### src/rtl/fc_layer_sequencer.sv
// fc_layer_sequencer: control sequencer for one fully-connected layer.
// It loads the x vector into x memory, walks the weight ROM one output group
// at a time, and presents the P lane results over a valid/ready stream.
//
//   state | meaning
//   LOAD  | accept N x elements, write them into x memory
//   MAC   | issue one x/w read per cycle for the current output group
//   DRAIN | wait RD_LAT cycles so the last reads reach the accumulators
//   OUT   | present lane j of the group, advance on each handshake
`timescale 1ns/1ps
module fc_layer_sequencer #(
  parameter int M      = 6,
  parameter int N      = 6,
  parameter int T      = 8,
  parameter int P      = 1,
  parameter int RD_LAT = 1
) (
  input  logic                      clk,
  input  logic                      reset,
  input  logic                      input_valid,
  output logic                      input_ready,
  input  logic                      output_ready,
  output logic                      output_valid,
  output logic [$clog2(N)-1:0]      addr_x,
  output logic                      wr_en_x,
  output logic [$clog2(M*N/P)-1:0]  addr_w,
  output logic                      clear_acc,
  output logic                      en_acc,
  output logic [P-1:0]              f_sel
);

  localparam int XW = $clog2(N);
  localparam int WW = $clog2(M*N/P);
  localparam int G  = M / P;
  localparam int GW = (G > 1) ? $clog2(G) : 1;
  localparam int JW = (P > 1) ? $clog2(P) : 1;
  // T only names the datapath word width; the drain length is the read latency.
  localparam int DRAIN_CYC = (T > 0) ? RD_LAT : RD_LAT;

  localparam logic [XW-1:0] X_LAST     = XW'(N - 1);
  localparam logic [GW-1:0] G_LAST     = GW'(G - 1);
  localparam logic [JW-1:0] J_LAST     = JW'(P - 1);
  localparam logic [1:0]    DRAIN_INIT = 2'(DRAIN_CYC - 1);

  localparam logic [1:0] S_LOAD  = 2'd0;
  localparam logic [1:0] S_MAC   = 2'd1;
  localparam logic [1:0] S_DRAIN = 2'd2;
  localparam logic [1:0] S_OUT   = 2'd3;

  logic [1:0]        state;
  logic [XW-1:0]     i_cnt;
  logic [XW-1:0]     k_cnt;
  logic [GW-1:0]     g_cnt;
  logic [JW-1:0]     j_cnt;
  logic [1:0]        drain_cnt;
  logic [WW-1:0]     w_cnt;
  logic [RD_LAT-1:0] en_pipe;
  logic              issue;
  logic              in_hs;
  logic              out_hs;

  assign issue  = (state == S_MAC);
  assign in_hs  = (state == S_LOAD) && input_valid && input_ready;
  assign out_hs = (state == S_OUT) && output_ready;

  // Outputs are decoded from registered state, so they are all zero while reset is held.
  assign addr_x       = (state == S_LOAD) ? i_cnt : k_cnt;
  assign wr_en_x      = in_hs;
  assign addr_w       = w_cnt;
  assign clear_acc    = issue && (k_cnt == '0);
  assign en_acc       = en_pipe[RD_LAT-1];
  assign output_valid = (state == S_OUT);
  assign f_sel        = (state == S_OUT) ? (P'(1) << j_cnt) : '0;

  // Main sequencing FSM: counters advance with the state they belong to.
  // w_cnt is the running weight address; it holds on the last issue of a group
  // and steps on the group hand-over, so addr_w holds through DRAIN and OUT.
  always_ff @(posedge clk or negedge reset) begin
    if (!reset) begin
      state       <= S_LOAD;
      i_cnt       <= '0;
      k_cnt       <= '0;
      g_cnt       <= '0;
      j_cnt       <= '0;
      drain_cnt   <= '0;
      w_cnt       <= '0;
      input_ready <= 1'b0;
    end else begin
      case (state)
        S_LOAD: begin
          input_ready <= 1'b1;
          if (in_hs) begin
            if (i_cnt == X_LAST) begin
              state       <= S_MAC;
              i_cnt       <= '0;
              g_cnt       <= '0;
              k_cnt       <= '0;
              w_cnt       <= '0;
              input_ready <= 1'b0;
            end else begin
              i_cnt <= i_cnt + 1'b1;
            end
          end
        end
        S_MAC: begin
          if (k_cnt == X_LAST) begin
            state     <= S_DRAIN;
            drain_cnt <= DRAIN_INIT;
          end else begin
            k_cnt <= k_cnt + 1'b1;
            w_cnt <= w_cnt + 1'b1;
          end
        end
        S_DRAIN: begin
          if (drain_cnt == '0) begin
            state <= S_OUT;
            j_cnt <= '0;
          end else begin
            drain_cnt <= drain_cnt - 1'b1;
          end
        end
        S_OUT: begin
          if (out_hs) begin
            if (j_cnt == J_LAST) begin
              if (g_cnt == G_LAST) begin
                state       <= S_LOAD;
                i_cnt       <= '0;
                g_cnt       <= '0;
                w_cnt       <= '0;
                input_ready <= 1'b1;
              end else begin
                state <= S_MAC;
                g_cnt <= g_cnt + 1'b1;
                k_cnt <= '0;
                w_cnt <= w_cnt + 1'b1;
              end
            end else begin
              j_cnt <= j_cnt + 1'b1;
            end
          end
        end
        default: state <= S_LOAD;
      endcase
    end
  end

  // Delay each issue by the memory read latency so en_acc lines up with read data.
  always_ff @(posedge clk or negedge reset) begin
    if (!reset) begin
      en_pipe <= '0;
    end else begin
      en_pipe[0] <= issue;
      for (int n = 1; n < RD_LAT; n++) begin
        en_pipe[n] <= en_pipe[n-1];
      end
    end
  end

endmodule

### config.mk
export PLATFORM = sky130hd
export DESIGN_NAME = fc_layer_sequencer
export DESIGN_NICKNAME = d
export VERILOG_FILES = /design/src/rtl/fc_layer_sequencer.sv
export SDC_FILE = /design/constraint.sdc
export NUM_CORES = 1
export LEC_CHECK = 0
export ABC_AREA = 0
export BUFFER_PORTS_ARGS = -buffer_cell sky130_fd_sc_hd__buf_4
export CAP_MARGIN = 25
export CELL_PAD_IN_SITES_DETAIL_PLACEMENT = 0
export CELL_PAD_IN_SITES_GLOBAL_PLACEMENT = 1
export CORE_AREA = 2 2 65 67
export DETAILED_ROUTE_END_ITERATION = 6
export DIE_AREA = 0 0 67 69
export PLACE_DENSITY = 0.69
export SYNTH_ARGS = -nofsm -noshare
export SYNTH_HDL_FRONTEND = slang
export SYNTH_SLANG_ARGS = --single-unit
### constraint.sdc
create_clock -name clk -period 2.02 [get_ports clk]
set_clock_uncertainty 0.1 [all_clocks]
set_input_delay 0.202 -clock clk [delete_from_list [all_inputs] [get_ports clk]]
set_output_delay 0.202 -clock clk [all_outputs]
set_load 0.1 [all_outputs]
; After elaboration in Yosys (flattened, before gate mapping)
; Index checks and enable logic that the tools add are counted.
[word_totals]
ff_bits = 22
out_inout_bits = 15
wordCells = 98
[classes]
addsub = 6
n_eq_ne = 16
shifts = 1
muxes = 47
reduce_logical = 19
[ops]
columns = op, n
row1 = 2-to-1 mux 3 bit, 15
row2 = 2-to-1 mux 6 bit, 6
row3 = one-hot mux 6 bit (3 select lines), 1
row4 = 2-to-1 mux 2 bit, 8
row5 = != test 2 bit (second input constant), 6
row6 = one-hot mux 3 bit (2 select lines), 2
row7 = AND reduction 6 bit, 2
row8 = 2-to-1 mux 1 bit, 10
row9 = AND reduction 5 bit, 2
row10 = adder 3 x 1 -> 3 bit (second input constant), 3
row11 = == test 3 bit (second input constant), 3
row12 = one-hot mux 3 bit (3 select lines), 1
row13 = != test 2 x 1 -> 1 bit (second input constant), 4
row14 = one-hot mux 2 bit (4 select lines), 1
row15 = AND reduction 7 bit, 1
row16 = adder 6 x 1 -> 6 bit (second input constant), 1
row17 = AND reduction 3 bit, 2
row18 = nonzero test 2 bit, 3
row19 = == test 2 bit (second input constant), 2
row20 = logical AND 1 bit, 4
row21 = logical NOT 2 bit, 2
row22 = one-hot mux 1 bit (2 select lines), 2
row23 = one-hot mux 2 bit (2 select lines), 1
row24 = AND reduction 4 bit, 1
row25 = 6 further kinds, 6

; Logic depth before layout (Yosys ltp)
; Gate-level depths: netlist of the first run.
[logic_depth]
word_depth = 5
ltp_mapped = 7
depth_no_buf = 6

; Least setup slack after synthesis of the first run
; Ideal clock, no wire load.
[synth_path]
kind = flip-flop to output port
startpoint = reg state[0]
endpoint = out addr_x[1]
arrival_ns = 3.001
required_ns = 1.718
slack_ns = -1.283
path_stages_with_launch = 5
cell_sequence = dfrtp_1 inv_1 ha_1 clkbuf_1 o21ai_0
[synth_between]
elab_chain_len = 2
[synth_rtl]
columns = element, line_no
row1 = start: declaration, 50  ; logic [1:0] state;
row2 = start signal: assignment, 80  ; state <= S_LOAD;
row3 = start signal: assignment, 94  ; state <= S_MAC;
row4 = start signal: assignment, 107  ; state <= S_DRAIN;
row5 = logical NOT 2 bit, 67  ; assign addr_x = (state == S_LOAD) ? i_cnt : k_cnt;
row6 = 2-to-1 mux 3 bit, 67
row7 = end: declaration, 24  ; output logic [$clog2(N)-1:0] addr_x,
; No other way between the ends.

; Worst setup path in the final report of the first run
[layout_path]
startpoint = reg state[1]
endpoint = reg w_cnt[4], in the netlist addr_w[4]
[layout_between]
elab_chain_len = 5
[layout_rtl]
columns = element, line_no
row1 = logical NOT 2 bit, "63, 89"
row2 = logical AND 1 bit (2 in a row), 63  ; assign in_hs = (state == S_LOAD) && input_valid && input_ready;
row3 = != test 2 bit (no source line), --
row4 = AND reduction 6 bit (no source line), --
row5 = end signal: assignment, 111  ; w_cnt <= w_cnt + 1'b1;
row6 = end signal: assignment, 135  ; w_cnt <= w_cnt + 1'b1;
row7 = end: declaration, 56  ; logic [WW-1:0] w_cnt;
; Several ways; a longest one is shown, not always the timed one.
; A chain may end at the register's enable or synchronous reset.

==> summary.txt, run 1 <==
Placed design
  • Worst slack after detailed placement: 0.0609 ns
  • Placed wire-length estimate after detailed placement: roughly 2200 µm
  • Input/output buffers: 18
  • Final weighted congestion of routability-driven global placement: between 0.8 and 0.9
  • Area after detailed placement: 1630 µm²

Routing
  • Detailed-route DRC error count: 0
  • Post-route ant nets: 0
  • Starting DRT DRC Count: 45
  • Number of optimization iterations in the first detailed-route pass: 4
  • Count of vias placed by the detailed router: 1,152
  • Overall routed net length: just over 3000 µm
  • Average vias per placed instance: between 5 and 6
  • Average wire per standard cell: 13.5 µm

Worst setup path
  • Worst Setup Start Kind: flip-flop
  • Critical path type: reg2reg
  • Worst endpoint data arrival time: 2.05 ns
  • Startpoint of the lowest-slack register-to-register path: state[1]
  • Startpoint of the worst setup timing path: state[1]
  • Required @ worst endpoint: 2.10 ns
  • CP Capture Type: flip-flop
  • Max FO, Critical Path: 6

Yosys
  • Post-synthesis area per instance: about 9.3 µm²
  • Sequential fraction of the synthesis area: 0.403
  • Basic-gate share of the synthesized area counting and, or, nand and nor cells: 0.242
  • Count of different cell masters after synthesis: 38
  • Most instantiated library cell after synthesis: dfrtp_1
  • Compound-Gate Fraction of Synth Area: 0.186
  • Xor and xnor fraction of the mapped netlist area: 0
  • Share of synthesized cell area in full adder, half adder and majority cells: 0.0863
  • Share of flip-flops with an asynchronous set or reset after synthesis: 1.00
  • Cells taking the most area after synthesis: dfrtp_1, ha_1, nand2_1, nand3_1, o21ai_0
  • Most used flip-flop cell after synthesis: dfrtp_1
  • Register bit total from synthesis: 21
  • Number of enable-type register cells in the synthesized netlist: 0
  • Cell type contributing the most total cell area after synthesis: dfrtp_1
  • Leading cell types by count after synthesis: dfrtp_1, nand2_1, inv_1, nand3_1, ha_1
  • Mapped Nets: roughly 150
  • Cell area after technology mapping: around 1300 µm²
  • Mux share of post-synthesis cell area: 0.0403
  • Ys Warns: 0
  • Post-Synthesis Cells: 141
  • Main combinational cell family by area after synthesis: simple AND/OR/NAND/NOR gates
  • Fraction of post-synthesis cell area in the top cell type by area: 0.403

Die
  • Total Die Area: 4620 µm²
  • Die height: 69 µm
  • Standard-cell rows: 23
  • Width of the die: ~67 µm
  • I/O pin cnt: 19
  • Starting density of the core: 0.333
  • Floorplan Core Area: around 3900 µm²

Clock network
  • Latest clock arrival within the worst-skew pair: 0.26 ns
  • Number of buffers created by CTS: 3
  • Reg clk slew, reported paths: 0.08 ns
  • Root buffer cell: clkbuf_8
  • H-tree level count: 1
  • Number of sinks on the clock net: 21
  • TritonCTS clock tree: built
  • Max clock buf depth: 2

Global routing
  • Number of antenna violations at the first check in global routing: 0
  • Maximum number of pins on one net before global-route repair: 22
  • Overall track demand over capacity in global routing: 0.137
  • Via count of the first global-routing pass: 1,082
  • Final global-route overflow total: 0
  • First-pass GRT wire length: 4920 µm

Run
  • Max-cap violations: 0

Layout
  • Ant. Diodes: 0
  • Fraction of final layout cells with drive strength greater than 1: 0.349
  • Post-route cell area: 1750 µm²
  • Final Net Count: approximately 190
  • Number of filler instances in the final layout: 409
  • Synthesis-to-layout area growth: 34.1%
  • Utilization after layout: 0.447

Min path
  • Startpoint of the worst hold path: input_valid
  • Worst min-delay path category: in2reg

Timing
  • Final slew viol count: 0
  • Final worst path period need: approximately 2 ns
  • Worst-case setup margin in the final layout: ~0.054 ns
  • Number of setup violations in the final report: 0
  • Maximum clock frequency: ~0.51 GHz
  • Transition time at the pin with the least slew margin: 0.366 ns
  • Post-route clock period utilization: 0.973
  • Slew HR: 0.755
  • Hold Violations, Final: 0

Status
  • Outcome: complete, no violations
## layer usage
metal	part of all wire	vias to the layer above	GRT usage
met1	0.49	549	0.192
met4	0.014	0	0.0680
met2	0.46	19	0.199
li1	-	579	-
met5	0	-	0
met3	0.033	5	0.0245
## worst paths after layout
check / endpoint / slack [ns] / depth (start not counted)
worst max-delay path: addr_w[4] / 0.05 / 6
worst min-delay path: input_ready / 0.24 / 4
worst max register to register: addr_w[4] / 0.05 / 6
worst min register to register: addr_w[0] / 0.44 / 1
max in group asynchronous: input_ready / 1.30 / 2
min in group asynchronous: en_acc / 0.26 / 2
## state kept, by name, indices dropped and copies added (netlist names)
name and count:
g_cnt 3, state 2, en_acc 1, drain_cnt 2, input_ready 1, k_cnt 3, i_cnt 3, addr_w 6
## stage by stage
stage | instances | hold WS (ns) | setup TNS (ns)
5_1_grt | 225 | 0.248 | -0.0130
6_report | 225 | 0.245 | 0
4_1_cts | 222 | 0.235 | 0
2_1_floorplan | 141 | -0.194 | -0.0331
3_3_place_gp | 217 | 0.00770 | 0
3_5_place_dp | 217 | 0.0141 | 0
## critical path, stage by stage, from the launching register on
cell	delay (ns)
dfrtp_2	0.44
buf_6	0.13
ha_4	0.17
nor2b_4	0.14
a2111o_1	0.39
or4_1	0.41
o211ai_1	0.11
## layout by cell type (no fill, tap or decap), types with 5 or more instances in the layout
cell type | Yosys | final
nand2_1 | 19 | 19
buf_4 | 1 | 30
a21oi_1 | 5 | 5
nand3_1 | 10 | 10
dfrtp_1 | 21 | 16
inv_1 | 10 | 8
nand2b_1 | 6 | 6
ha_1 | 9 | 5
## timing repair
action / 4_1_cts / 5_1_grt
gates resized for setup: 0 / 12
setup buffers: 0 / 3
endpoints found under the hold margin: 21 / 0
setup endpoints to repair: 0 / 7
hold buffers: 1 / 0
## cells by family (layout without fill, tap and decap cells)
group	Yosys count	after routing
AO/OA/AOI/OAI	34	34
adder cells (fa/ha/maj)	9	9
buffers and inverters	14	48
flip-flops	21	21
multiplexers	5	5
AND/OR/NAND/NOR	58	58
## area by class of cell
cell class | count | area [µm²] | share of cell area
multi-input combinational | 106 | 801 | 0.457
sequential | 21 | 534 | 0.305
timing repair buffer | 34 | 269 | 0.154
tap | 50 | 62.6 | 0.0357
clock buffer | 3 | 41.3 | 0.0236
inverter | 10 | 37.5 | 0.0214
clock inverter | 1 | 5.00 | 0.00286
Power of run 1 is left out: the tool's default activity adds up to more than one toggle a clock period on the data nets, which glitch-free logic cannot reach.
==> run 2, diff against run 1 <==
--- a/config.mk
+++ b/config.mk
@@ -6,14 +6,14 @@
 export NUM_CORES = 1
 export LEC_CHECK = 0
 export ABC_AREA = 0
-export BUFFER_PORTS_ARGS = -buffer_cell sky130_fd_sc_hd__buf_4
 export CAP_MARGIN = 25
 export CELL_PAD_IN_SITES_DETAIL_PLACEMENT = 0
 export CELL_PAD_IN_SITES_GLOBAL_PLACEMENT = 1
 export CORE_AREA = 2 2 65 67
 export DETAILED_ROUTE_END_ITERATION = 6
 export DIE_AREA = 0 0 67 69
-export PLACE_DENSITY = 0.69
+export DONT_BUFFER_PORTS = 1
+export PLACE_DENSITY = 0.63
 export SYNTH_ARGS = -nofsm -noshare
 export SYNTH_HDL_FRONTEND = slang
 export SYNTH_SLANG_ARGS = --single-unit
==> summary.txt, run 2 (synthesis gave the netlist of run 1 again) <==
Status
  • Outcome: complete, no violations

Die
  • Total Die Area: 4620 µm² (unchanged)
  • Starting density of the core: 0.333 (unchanged)
  • Floorplan Core Area: 3910 µm² (unchanged)
  • Width of the die: 67 µm (unchanged)
  • I/O pin cnt: 19 (unchanged)
  • Standard-cell rows: 23 (unchanged)
  • Die height: 69 µm (unchanged)

Timing
  • Final slew viol count: 0 (unchanged)
  • Setup repair after global routing missed its margin: yes
  • Transition time at the pin with the least slew margin: 0.547 ns (+0.181 ns)
  • Hold Violations, Final: 0 (unchanged)
  • Final worst path period need: 2.01 ns (+0.0468 ns)
  • Post-route clock period utilization: 0.997 (+0.0232)
  • Smallest hold slack: 0.150 ns (-0.0951 ns)
  • Post-route setup TNS: 0 ns (unchanged)
  • Maximum clock frequency: 0.497 GHz (-2.3%)
  • Slew HR: 0.634 (-0.120)
  • Number of setup violations in the final report: 0 (unchanged)

Layout
  • Ant. Diodes: 0 (unchanged)
  • Most frequent cells in the layout: buf_4, nand2_1, dfrtp_1, nand3_1, inv_1
  • Post-route cell area: 1750 µm² (+0.21%)
  • Number of filler instances in the final layout: 406 (-0.73%)
  • Fraction of final layout cells with drive strength greater than 1: 0.320 (-0.0288)
  • Synthesis-to-layout area growth: 34.4%
  • Count of placed standard cells in the final layout, fillers left out: 222 (-1.3%)
  • Final Net Count: 186 (-1.6%)
  • Most common cell after layout, fill and taps aside: buf_4
  • Number of flip-flops under the largest register name: 6 (unchanged)

Global routing
  • Number of antenna violations at the first check in global routing: 0 (unchanged)
  • Overall track demand over capacity in global routing: 0.141 (+0.00441)
  • Via count of the first global-routing pass: 1,101 (+1.8%)
  • Maximum number of pins on one net before global-route repair: 22 (unchanged)
  • Final global-route overflow total: 0 (unchanged)
  • First-pass GRT wire length: 5110 µm (+3.8%)

Routing
  • Post-route ant nets: 0 (unchanged)
  • Number of optimization iterations in the first detailed-route pass: 4 (unchanged)
  • Overall routed net length: 3010 µm (-1.3%)
  • Count of vias placed by the detailed router: 1,134 (-1.6%)
  • Average vias per placed instance: 5.11 (-0.23%)
  • Average wire per standard cell: 13.5 µm (about the same)
  • Starting DRT DRC Count: 35 (-22%)
  • Detailed-route DRC error count: 0 (unchanged)

Placed design
  • Placed insts: 214 (-1.4%)
  • Input/output buffers: 0 (-18)
  • Final weighted congestion of routability-driven global placement: 0.792 (-3.6%)
  • Area after detailed placement: 1630 µm² (+0.15%)
  • Placed wire-length estimate after detailed placement: 2260 µm (+4.9%)

Clock network
  • Number of buffers created by CTS: 3 (unchanged)
  • Number of sinks on the clock net: 21 (unchanged)
  • H-tree level count: 1 (unchanged)
  • Reg clk slew, reported paths: 0.08 ns (about the same)
  • TritonCTS clock tree: built
  • Latest clock arrival within the worst-skew pair: 0.27 ns (about the same)
  • Root buffer cell: clkbuf_8
  • Max clock buf depth: 2 (unchanged)

Worst setup path
  • CP cell instances: buf_6 > ha_4 > nor2b_4 > a2111o_1 > or4_1 > nand3_1
  • Max FO, Critical Path: 5 (-1)
  • CP Capture Type: flip-flop
  • Worst Setup Start Kind: flip-flop
  • Critical path type: reg2reg
  • End point of the critical path: addr_w[5]
  • Number of cell instances on the worst register-to-register path: 6 (unchanged)
  • Startpoint of the worst setup timing path: state[1]
  • Max stage delay cell, worst path: or4_1
  • Critical Path Max Stage Delay: 0.48 ns (+0.04 ns)
  • Endpoint of the lowest-slack register-to-register path: addr_w[5]
  • Startpoint of the lowest-slack register-to-register path: state[1]
  • Required @ worst endpoint: 2.12 ns (+0.02 ns)
  • Register-to-register setup slack: 0.007 ns (-0.05 ns)
  • Worst endpoint data arrival time: 2.11 ns (+0.06 ns)

Run
  • Max-cap violations: 0 (unchanged)

Min path
  • Worst min-delay path category: in2reg
-- run 2: final cells by class --
type | count | area [µm²] | share of cell area
Sequential cell | 21 | 533 | 0.304
Multi-Input combinational cell | 106 | 800 | 0.456
Inverter | 10 | 37.5 | 0.0214
Timing Repair Buffer | 31 | 275 | 0.157
Clock buffer | 3 | 41.3 | 0.0235
Clock inverter | 1 | 5.00 | 0.00285
Tap cell | 50 | 62.6 | 0.0357
-- run 2: metal layers --
metal  vias up  global-route usage  share of wire  wire length, µm
met1       545               0.192           0.48             1430
met5         -                   0              0                0
met4         0              0.0499          0.016               47
li1        571                   -              -                -
met3         5              0.0261          0.030               89
met2        13               0.222           0.48             1440
-- run 2: per-stage QoR --
stage / utilization / setup WS (ns)
after floorplan: - / -0.0331
after global placement: 0.416 / 0.0502
after detailed placement: 0.416 / -0.00398
after CTS: 0.433 / 0.0114
after global routing: 0.448 / -0.0823
final: 0.448 / 0.00688
-- run 2: how the worst min path moves through the flow --
stage / start / end / slack [ns] / cells past startpoint
floorplan: reset / addr_w[0] / -0.19 / 0
global placement: reset / k_cnt[2] / -0.19 / 0
detailed placement: reset / k_cnt[0] / -0.19 / 0
CTS: output_ready / input_ready / 0.16 / 4
global route: output_ready / input_ready / 0.18 / 4
finish: output_ready / input_ready / 0.15 / 4
-- run 2: critical path: cells and delay by family (launching register included) --
kind / cells / cell delay (ns)
AOI/OAI and AO/OA: 1 / 0.41
adders and majority gates: 1 / 0.17
buffers and inverters: 1 / 0.14
DFF: 1 / 0.43
and+or+nand+nor: 3 / 0.70
-- run 2: timing repair --
action / 4_1_cts / 5_1_grt
pin swaps: 0 / 3
hold buffers: 1 / 0
setup endpoints to repair: 2 / 4
resized for setup: 0 / 9
endpoints found under the hold margin: 21 / 0
buffers inserted: 1 / 1
Power of run 2 is left out for the same reason.
